--- config.mk ---
export PLATFORM = sky130hd
export DESIGN_NAME = multi_mode_ff_bank
export DESIGN_NICKNAME = d
export VERILOG_FILES = /design/src/rtl/ff_bank_pkg.sv /design/src/rtl/ff_next_cell.sv /design/src/rtl/multi_mode_ff_bank.sv
export SDC_FILE = /design/constraint.sdc
export NUM_CORES = 1
export LEC_CHECK = 0
export CELL_PAD_IN_SITES_DETAIL_PLACEMENT = 2
export CELL_PAD_IN_SITES_GLOBAL_PLACEMENT = 2
export CORE_UTILIZATION = 23
export DETAILED_ROUTE_END_ITERATION = 10
export GPL_TIMING_DRIVEN = 0
export PLACE_DENSITY = 0.92
export RECOVER_POWER = 25
export SETUP_SLACK_MARGIN = 0.3
export SYNTH_ARGS = -nofsm -noshare
export SYNTH_HDL_FRONTEND = slang
export SYNTH_SLANG_ARGS = --single-unit
--- constraint.sdc ---
create_clock -name Clk -period 3.5 [get_ports Clk]
set_clock_uncertainty 0.2 [all_clocks]
set_input_delay 0.875 -clock Clk [delete_from_list [all_inputs] [get_ports Clk]]
set_output_delay 0.875 -clock Clk [all_outputs]
set_load 0.005 [all_outputs]
--- src/rtl/ff_bank_pkg.sv ---
// ff_bank_pkg: mode codes and shared defaults for the multi-mode flip-flop bank
package ff_bank_pkg;
    localparam logic [1:0] MODE_SR = 2'b00;
    localparam logic [1:0] MODE_JK = 2'b01;
    localparam logic [1:0] MODE_D  = 2'b10;
    localparam logic [1:0] MODE_T  = 2'b11;
    localparam int CNT_W_DEF = 4;
endpackage

--- src/rtl/ff_next_cell.sv ---
// ff_next_cell: next-state function of one SR/JK/D/T flip-flop bit
module ff_next_cell
    import ff_bank_pkg::*;
(
    input  logic [1:0] mode,
    input  logic       a,
    input  logic       b,
    input  logic       q,
    output logic       q_next
);
    // SR 11 holds and JK 11 toggles; otherwise SR and JK share set/clear/hold
    always_comb begin
        q_next = mode == MODE_D  ? a :
                 mode == MODE_T  ? q ^ a :
                 (a && b)        ? (mode == MODE_JK ? ~q : q) :
                 a               ? 1'b1 :
                 b               ? 1'b0 : q;
    end
endmodule

--- src/rtl/multi_mode_ff_bank.sv ---
// multi_mode_ff_bank: WIDTH-bit flip-flop bank with runtime mode and SR-illegal error tracking
module multi_mode_ff_bank
    import ff_bank_pkg::*;
#(
    parameter int               WIDTH = 8,
    parameter int               CNT_W = CNT_W_DEF,
    parameter logic [WIDTH-1:0] INIT  = '0
) (
    input  logic             Clk,
    input  logic             Rst,
    input  logic             En,
    input  logic             Mode_wr,
    input  logic [1:0]       Mode_in,
    input  logic [WIDTH-1:0] A,
    input  logic [WIDTH-1:0] B,
    input  logic             Clr_err,
    output logic [WIDTH-1:0] Q,
    output logic [WIDTH-1:0] Q_bar,
    output logic [1:0]       Mode,
    output logic             Illegal,
    output logic             Err_sticky,
    output logic [CNT_W-1:0] Err_cnt
);
    logic [WIDTH-1:0] q_next;
    logic             illegal_ev;

    for (genvar i = 0; i < WIDTH; i++) begin : g_cell
        ff_next_cell u_cell (
            .mode   (Mode),
            .a      (A[i]),
            .b      (B[i]),
            .q      (Q[i]),
            .q_next (q_next[i])
        );
    end

    assign Q_bar      = ~Q;
    assign illegal_ev = En && Mode == MODE_SR && |(A & B);

    // Q follows the cells only when enabled; a mode write takes effect from the next edge
    always_ff @(posedge Clk) begin
        if (Rst) begin
            Q    <= INIT;
            Mode <= MODE_SR;
        end else begin
            if (En)
                Q <= q_next;
            if (Mode_wr)
                Mode <= Mode_in;
        end
    end

    // one error count per illegal cycle, saturating; a coinciding clear restarts the count at one
    always_ff @(posedge Clk) begin
        if (Rst) begin
            Illegal    <= 1'b0;
            Err_sticky <= 1'b0;
            Err_cnt    <= '0;
        end else begin
            Illegal <= illegal_ev;
            if (illegal_ev) begin
                Err_sticky <= 1'b1;
                Err_cnt    <= Clr_err ? CNT_W'(1) : (&Err_cnt ? Err_cnt : Err_cnt + 1'b1);
            end else if (Clr_err) begin
                Err_sticky <= 1'b0;
                Err_cnt    <= '0;
            end
        end
    end
endmodule
==> metrics.md, run 1 <==
| Metric | Value |
|---|---|
| Gr usage total | `17.2%` |
| Failing checks | `DRC` |
| First-pass GRT wire length | `6710 um` |
| Routed WL per cell | `16.5 um` |
| Die area | `4980 sq um` |
| Setup WS post-layout | `1.01 ns` |
| Adder-cell area share of the yosys netlist | `1.16%` |
| Synth Warn # | `0` |
| Crit path capture type | `register` |
| Mapped Area | `1080 sq um` |
| Total grt overflow | `0` |
| Post-Synth XOR/XNOR Area | `0%` |
| Worst Hold Depth | `2` |
| Register bit total from synthesis | `16` |
| Largest net degree at the start of global routing | `11` |
| Main synth FF type | `dfxtp_1` |
| Setup violators final | `0` |
| Post-synthesis simple-gate area fraction | `22.2%` |
| Slew @ Worst Pin | `0.538 ns` |
| Nets | `223` |
| Crit path DAT | `2.40 ns` |
| Post-DP Area | `1610 sq um` |
| Endpoints failing hold | `0` |
| Post-layout min period | `2.49 ns` |
| EDFF count, synth | `0` |
| Worst-path clk slew | `0.07 ns` |
| Pwr/cell area | `323 nW/um^2` |
| FFs w/ async S/R, synth | `0%` |
| Via count | `1,304` |
| Postcts setup bufs | `0` |
| Slew HR | `64.1%` |
| CP Class | `in -> reg` |
| Main combinational cell family by area after synthesis | `compound AO/OA/AOI/OAI gates` |
| Max cap viols | `0` |
| RSZ-0062 raised after global routing | `no` |
| Peak supply drop | `0.139 mV` |
| Setup_tns | `0 ns` |
| Dpl ws | `0.882 ns` |
| Fin crit share | `71.1%` |
| DRT iter0 DRCs | `49` |
| Register area share after synthesis | `29.6%` |
| Die Span X | `70.6 um` |
| Clock tree buffer depth | `2` |
| Area Overhead vs Synth | `53.5%` |
| DRT Pass-1 Iters | `7` |
| CP required | `3.42 ns` |
| FMAX | `402 MHz` |
| H-tree Lvls | `1` |
| Netlist cell types | `33` |
| Mux share of post-synthesis cell area | `2.77%` |
| DP HPWL | `3150 um` |
| Number of cell rows | `24` |
| Post-route ant nets | `0` |
| Share of cells above drive strength 1 | `10.1%` |
| CTS resizes | `0` |
| Metal3 WL | `167 um` |
| Initial Util | `24.4%` |
| Compound-gate portion of the synthesized area | `32.0%` |
| Drc violations | `13` |
| Port bufs | `46` |
| Core area | `4440 sq um` |
| Crit Path Max Fanout | `10` |
| Final Util | `37.4%` |
| Initial antenna violation count | `0` |
| Top layer reached by signal wires | `met4` |
| Die height | `70.6 um` |
| Worst Reg-to-Reg Cells | `5` |
| WL final | `4120 um` |
| Worst hold slack | `0.279 ns` |
| Outcome | `complete, but fails checks` |
| Slew Limit Fails | `0` |
| Vias in the first global route | `1,385` |
| Antenna diodes | `0` |
| Synth Net Count | `172` |
| Metal2 WL | `2160 um` |
| Hold buffer count at cts | `0` |
| Final Wtd Congestion | `0.789` |
| HP Class | `reg -> reg` |
| Wl on met1 | `1780 um` |
| Leakage power | `0.616 nW` |
| Syn Area/Cell | `7.31 sq um` |
| CTS root buf | `clkbuf_8` |
| CTS tree | `built` |
| Routed vias/inst | `5.22` |
| Design area | `1660 sq um` |
| Crit start category | `input port` |
| Clock latency on the worst-skew pair | `0.25 ns` |
| Io pins | `47` |
| Synth Instances | `148` |
| CTS Sinks | `16` |
| Cts bufs inserted | `3` |
[stage by stage]
stage,instances,power [mW]
global placement,246,0.368
finish,250,0.536
detailed placement,246,0.375
floorplan,148,0.281
global route,250,0.565
CTS,250,0.547
[sequential cells by signal, summed over array words and instances (netlist names)]
register and count:
Q 8, Mode 2, Err_sticky 1, Illegal 1, Err_cnt 4
[logic make-up after synthesis]
kind of cell,after synthesis
compound gates,53
mux,3
simple gates,50
flops,16
fa+ha+maj,1
buf+inv,25
[cells in the final DEF (no fill, tap or decap)]
cell and count:
clkdlybuf4s50_1 40, nand2_1 24, dfxtp_1 16, nor2_1 13
a21oi_1 11, inv_1 10, buf_4 9, a22oi_1 8
o22ai_1 7, o21ai_0 7, dlygate4sd3_1 6, o21ai_1 5
a211oi_1 4, clkbuf_8 4, buf_2 3, a2111o_1 3
o311ai_1 3, mux2i_1 3, nand3_1 2, o31ai_1 2
clkbuf_1 2, nand4b_1 2, and4_1 1, nor3b_4 1
nand2_2 1, o211ai_1 1, inv_2 1, and2_1 1
a221oi_1 1, nand4_1 1, nor3_1 1, or3_1 1
nor3_2 1, nand2b_1 1, a31oi_1 1, ha_1 1
[path summary, 6_finish.rpt]
check             start  slack, ns          to
max                  En       1.01        Q[5]
min          Err_sticky       0.28  Err_sticky
max reg2reg     Mode[1]       1.89  Err_cnt[3]
min reg2reg  Err_sticky       0.28  Err_sticky
[worst max-delay path: stages]
cell and delay (ns):
dlygate4sd3_1 0.66, clkbuf_1 0.39, o21ai_0 0.19, a22oi_1 0.19
a21oi_1 0.09
[cell usage after synthesis, drive strengths merged, types with 2 or more instances]
cell    number  share of area, %
a211oi       4               2.8
a22oi        8               5.5
nand4b       2               1.6
nand3        2              0.92
buf         13               8.1
inv         11               3.8
o311ai       3               2.4
mux2i        3               2.8
a21oi       11               5.1
o31ai        2               1.4
nor3         2               1.4
dfxtp       16                30
o22ai        7               4.0
nand2       25               8.9
o21ai       12               5.5
nor2        13               4.5
a2111o       3               3.1
[where the power goes]
group | switching [mW] | internal (mW) | leakage [nW]
Clock | 0.0678 | 0.0999 | 0.0288
Sequential | 0.0136 | 0.194 | 0.131
Combinational | 0.0728 | 0.0883 | 0.455
Total | 0.154 | 0.382 | 0.616
[layer usage]
layer	vias to the layer above	global-route usage, %
met4	0	2.89
met3	2	3.42
met5	-	0
li1	630	-
met1	643	20.5
met2	29	32.3
[final cells by class]
| cell class | instances | area [sq um] |
|---|---|---|
| fillers | 544 | 2780 |
| multi-input cells | 107 | 629 |
| repair buffers | 46 | 460 |
| flip-flops and latches | 16 | 320 |
| plain buffers | 14 | 90.1 |
| well taps | 52 | 65.1 |
| clock buffers | 4 | 55.1 |
| inverters | 11 | 41.3 |
Note: power is estimated with default switching activity, not from simulation.
==> run 2: changes to the inputs <==
CORE_UTILIZATION = 20   (was 23)
PLACE_DENSITY = 0.85   (was 0.92)
clock period = 2.1 ns   (was 3.5 ns; I/O delays follow)
==> run 2 against run 1 <==
  * The run now ends clean
  * Routed wire length increased by 6.6%
  * Utilization decreased by 2.0 points
  * Die area increased by 15%
  * Combinational power increased by 78%
  * Clock-buffer cell count unchanged
  * Largest cell class unchanged
==> metrics.md, run 2 (same netlist as run 1, synthesis figures left out) <==
| Metric | Value |
|---|---|
| Outcome | `finished, final reports clean` |
| Leakage power | `0.843 nW` |
| WL final | `4390 um` |
| Crit path DAT | `1.76 ns` |
| CP Class | `in -> reg` |
| Setup_tns | `0 ns` |
| HP Class | `reg -> reg` |
| Clock latency on the worst-skew pair | `0.25 ns` |
| Final Wtd Congestion | `0.732` |
| Cells after DPL | `264` |
| Largest regs | `Q x8, Err_cnt x4, Mode x2` |
| DRT iter0 DRCs | `42` |
| Antenna diodes | `0` |
| Port bufs | `46` |
| Crit path capture type | `register` |
| Post-layout min period | `1.86 ns` |
| Initial antenna violation count | `0` |
| Pwr/cell area | `500 nW/um^2` |
| Via count | `1,365` |
| HP Start | `Err_sticky` |
| Die area | `5710 sq um` |
| Worst reg2reg startpoint | `Err_cnt[0]` |
| Share of cells above drive strength 1 | `23.6%` |
| Crit Path Max Fanout | `10` |
| Hold buffer count at cts | `0` |
| Routed vias/inst | `4.84` |
| CTS root buf | `clkbuf_8` |
| Worst hold slack | `0.275 ns` |
| Io pins | `47` |
| First-pass GRT wire length | `6950 um` |
| Die Span X | `75.6 um` |
| Fin crit share | `88.3%` |
| Reg-to-Reg End | `Err_cnt[3]` |
| Cell Count, Final, Fillers Out | `282` |
| Area Overhead vs Synth | `69.2%` |
| Largest net degree at the start of global routing | `11` |
| Flop-to-flop setup slack | `0.48 ns` |
| Slew Limit Fails | `0` |
| Gr usage total | `16.2%` |
| CTS tree | `built` |
| Initial Util | `20.9%` |
| Worst-path clk slew | `0.07 ns` |
| FMAX | `539 MHz` |
| Routed WL per cell | `15.6 um` |
| Dpl ws | `-0.151 ns` |
| Max cap viols | `0` |
| Number of cell rows | `26` |
| Slew @ Worst Pin | `0.571 ns` |
| Setup violators final | `0` |
| Core area | `5170 sq um` |
| Clock tree buffer depth | `2` |
| Slew HR | `61.9%` |
| RSZ-0062 raised after global routing | `no` |
| Worst Reg-to-Reg Cells | `6` |
| Final Util | `35.4%` |
| Post-route ant nets | `0` |
| Nets | `237` |
| Setup WS post-layout | `0.245 ns` |
| Vias in the first global route | `1,381` |
| Peak supply drop | `0.183 mV` |
| DP HPWL | `3030 um` |
| Most common cell after layout, fill and taps aside | `dlygate4sd2_1` |
| H-tree Lvls | `1` |
| Cts bufs inserted | `3` |
| CP required | `2.01 ns` |
| Crit start category | `input port` |
| Drc violations | `0` |
| CTS Sinks | `16` |
| Worst Hold Depth | `2` |
| Endpoints failing hold | `0` |
| Biggest register | `Q` |
| DRT Pass-1 Iters | `4` |
| Total grt overflow | `0` |
| Die height | `75.6 um` |
| Max reg flops | `8` |
| Most frequent cells in the layout | `dlygate4sd2_1 (28), nand2_1 (24), buf_4 (23), nor2_1 (13)` |
| Hold path endpoint | `Err_sticky` |
run 2: cell count changes in the layout (fill, tap and decap cells not counted), sizes merged:
| cell | change |
|---|---|
| dlymetal6s2s | +11 |
| dlygate4sd3 | -6 |
| buf | +15 |
| dlygate4sd2 | +28 |
| clkdlybuf4s25 | +2 |
| clkdlybuf4s50 | -35 |
| clkbuf | -1 |
run 2: area by class of cell:
cell class	instances	area [sq um]
tap	70	87.6
buffer	14	91.3
multi-input combinational	107	658
timing repair buffer	60	558
sequential	16	340
inverter	11	41.3
fill	608	3340
clock buffer	4	55.1
run 2: metal layers:
metal | track usage (%) | routed length, um | vias up
li1 | - | - | 659
met1 | 21.3 | 2010 | 674
met2 | 28.5 | 2190 | 26
met3 | 2.25 | 138 | 6
met4 | 3.09 | 48 | 0
met5 | 0 | 0 | -
run 2: where the power goes:
group          internal, mW  switching [mW]
clock network         0.167           0.125
logic                 0.146           0.140
registers             0.324          0.0152
run 2: critical path, cell delays in order:
cell and delay [ns]:
clkdlybuf4s50_1 0.62, clkbuf_1 0.49, a21oi_1 0.13
run 2: repair_timing:
action / 4_1_cts / 5_1_grt
pin swaps: 2 / 6
gates resized for setup: 56 / 15
setup buffers: 14 / 0
cloned: 0 / 0
setup endpoints to repair: 36 / 10
run 2: worst max-delay path by stage:
stage	start	endpoint	slack, ns
2_1_floorplan	A[5]	Err_cnt[3]	0.61
4_1_cts	Q[7]	Q[7]	0.18
3_5_place_dp	En	Q[4]	-0.15
3_3_place_gp	En	Q[4]	-0.17
5_1_grt	Rst	Q[5]	0.21
6_report	Rst	Q[5]	0.24
run 2: per-stage QoR:
step,instance area (sq um),power [mW]
2_1_floorplan,1080,0.469
3_3_place_gp,1630,0.615
3_5_place_dp,1630,0.623
4_1_cts,1810,0.916
5_1_grt,1830,0.968
6_report,1830,0.916
==> run 3: changes to the inputs <==
PLACE_DENSITY = unset   (was 0.85)
PLACE_DENSITY_LB_ADDON = 0.1   (was unset)
==> run 3 against run 2 <==
  * Final area down 2.4%
  * Routed wire length up 5.9%
  * Critical path depth up 2
  * Worst setup slack better by 0.11 ns
  * Sequential power about the same
  * Critical path type unchanged
  * Die area unchanged
  * Final cell count down 1.1%
  * Sequential cell count unchanged
==> metrics.md, run 3 (same netlist as run 1, synthesis figures left out) <==
| Metric | Value |
|---|---|
| Outcome | `finished, final reports clean` |
| Core area | `5170 sq um` |
| DRT Pass-1 Iters | `4` |
| Die Span X | `75.6 um` |
| Total grt overflow | `0` |
| Endpoints failing hold | `0` |
| Clock tree buffer depth | `2` |
| Drc violations | `0` |
| Max cap viols | `0` |
| H-tree Lvls | `1` |
| Crit path DAT | `1.68 ns` |
| Clock share of power | `28.0%` |
| Max reg flops | `8` |
| Crit path capture type | `register` |
| Most common cell after layout, fill and taps aside | `dlygate4sd2_1` |
| Dpl ws | `-0.206 ns` |
| Worst reg2reg startpoint | `Mode[0]` |
| Slew @ Worst Pin | `0.368 ns` |
| Share of cells above drive strength 1 | `22.5%` |
| CP required | `2.03 ns` |
| Sw power | `271 uW` |
| CP Class | `in -> reg` |
| Io pins | `47` |
| Comb power frac | `32.9%` |
| FMAX | `572 MHz` |
| HP Class | `reg -> reg` |
| Biggest register | `Q` |
| FF+latch area | `333 sq um` |
| Number of cell rows | `26` |
| CP Cell Sequence | `clkdlybuf4s50_1 -> nor2_1 -> a2111o_1 -> o311ai_1 -> a21oi_1` |
| Via count | `1,378` |
| Worst-path clk slew | `0.07 ns` |
| Seq pwr share | `39.1%` |
| Initial antenna violation count | `0` |
| Post-layout min period | `1.75 ns` |
| Crit-path max cell delay | `0.51 ns` |
| WL final | `4650 um` |
| Most frequent cells in the layout | `dlygate4sd2_1 (29), nand2_1 (24), buf_4 (21), nor2_1 (12), a21oi_1 (11)` |
| CTS Sinks | `16` |
| Area Overhead vs Synth | `65.2%` |
| Area of the multi-input gates | `661 sq um` |
| CTS tree | `built` |
| First-pass GRT wire length | `7420 um` |
| Clock latency on the worst-skew pair | `0.25 ns` |
| Int Pwr | `596 uW` |
| Peak supply drop | `0.266 mV` |
| Final Wtd Congestion | `0.779` |
| Setup WS post-layout | `0.352 ns` |
| HP Start | `Err_sticky` |
| Post-route ant nets | `0` |
| Sw Share | `31.3%` |
| Initial Util | `20.9%` |
| Crit start category | `input port` |
| Antenna diodes | `0` |
| Worst hold slack | `0.290 ns` |
| Leakage power | `0.796 nW` |
| Setup violators final | `0` |
| Fillers | `613` |
| Fin crit share | `83.3%` |
| Post-DP Area | `1630 sq um` |
| Crit Path Max Fanout | `2` |
| Routed vias/inst | `4.94` |
| Pwr/cell area | `485 nW/um^2` |
| RSZ-0062 raised after global routing | `no` |
| Critical-path top delay cell | `clkdlybuf4s50_1` |
| Vias in the first global route | `1,496` |
| Die height | `75.6 um` |
| Worst Setup SP | `B[2]` |
| Design area | `1790 sq um` |
| DRT iter0 DRCs | `66` |
| Port bufs | `46` |
| Routed WL per cell | `16.7 um` |
| Nets | `235` |
| Largest regs | `Q x8, Err_cnt x4, Mode x2` |
| DP HPWL | `3370 um` |
| Slew HR | `75.4%` |
| Slew Limit Fails | `0` |
| Cts bufs inserted | `3` |
| Die area | `5710 sq um` |
| CTS root buf | `clkbuf_8` |
| Gr usage total | `17.6%` |
| Final Util | `34.6%` |
| Largest net degree at the start of global routing | `11` |
run 3: changes by cell type in the layout (fill, tap and decap cells not counted), sizes merged:
cell           delta
dlymetal6s2s      -4
clkdlybuf4s50     +3
buf               -2
clkbuf            -1
clkdlybuf4s15     +1
clkdlybuf4s25     -1
dlygate4sd2       +1
run 3: power by group through the flow:
stage                     Clock (mW)  Combinational [mW]  Sequential, mW
after floorplan                    0               0.120           0.348
after global placement             0               0.265           0.351
after detailed placement           0               0.275           0.354
after CTS                      0.253               0.286           0.339
after global routing           0.260               0.315           0.342
final                          0.243               0.285           0.339
run 3: path summary, 6_finish.rpt:
kind	depth (start not counted)	slack (ns)	end
max	5	0.35	Q[2]
min	2	0.29	Err_sticky
max reg2reg	6	0.53	Q[0]
min reg2reg	2	0.29	Err_sticky
run 3: final cells by class:
class | count | area share (%)
multi-input combinational | 107 | 36.9
timing repair buffer | 58 | 29.7
sequential | 16 | 18.6
buffer | 14 | 5.18
tap | 70 | 4.90
clock buffer | 3 | 2.31
inverter | 11 | 2.31
run 3: per-stage QoR:
step	power, mW	setup TNS, ns	std cells
finish	0.867	0	279
global route	0.916	0	279
CTS	0.878	0	279
detailed placement	0.629	-0.990	264
global placement	0.616	-0.634	264
floorplan	0.469	0	148
run 3: timing repair:
action	in CTS	in global routing
hold buffers	0	0
gates resized for setup	57	13
setup endpoints to repair	39	11
pin swaps	0	2
cloned	0	0
setup buffers	12	0
run 3: worst max-delay path: cells and delay by family:
family                 cells  cell delay (ns)
AOI/OAI and AO/OA          3             0.58
buffers and inverters      1             0.51
and+or+nand+nor            1             0.07
run 3: routing by layer:
layer  vias up  wire length, um  GRT usage, %
li1        654                -             -
met1       678             2000          21.7
met2        38             2360          31.1
met3         8              209          3.17
met4         0               79          5.35
met5         -                0             0
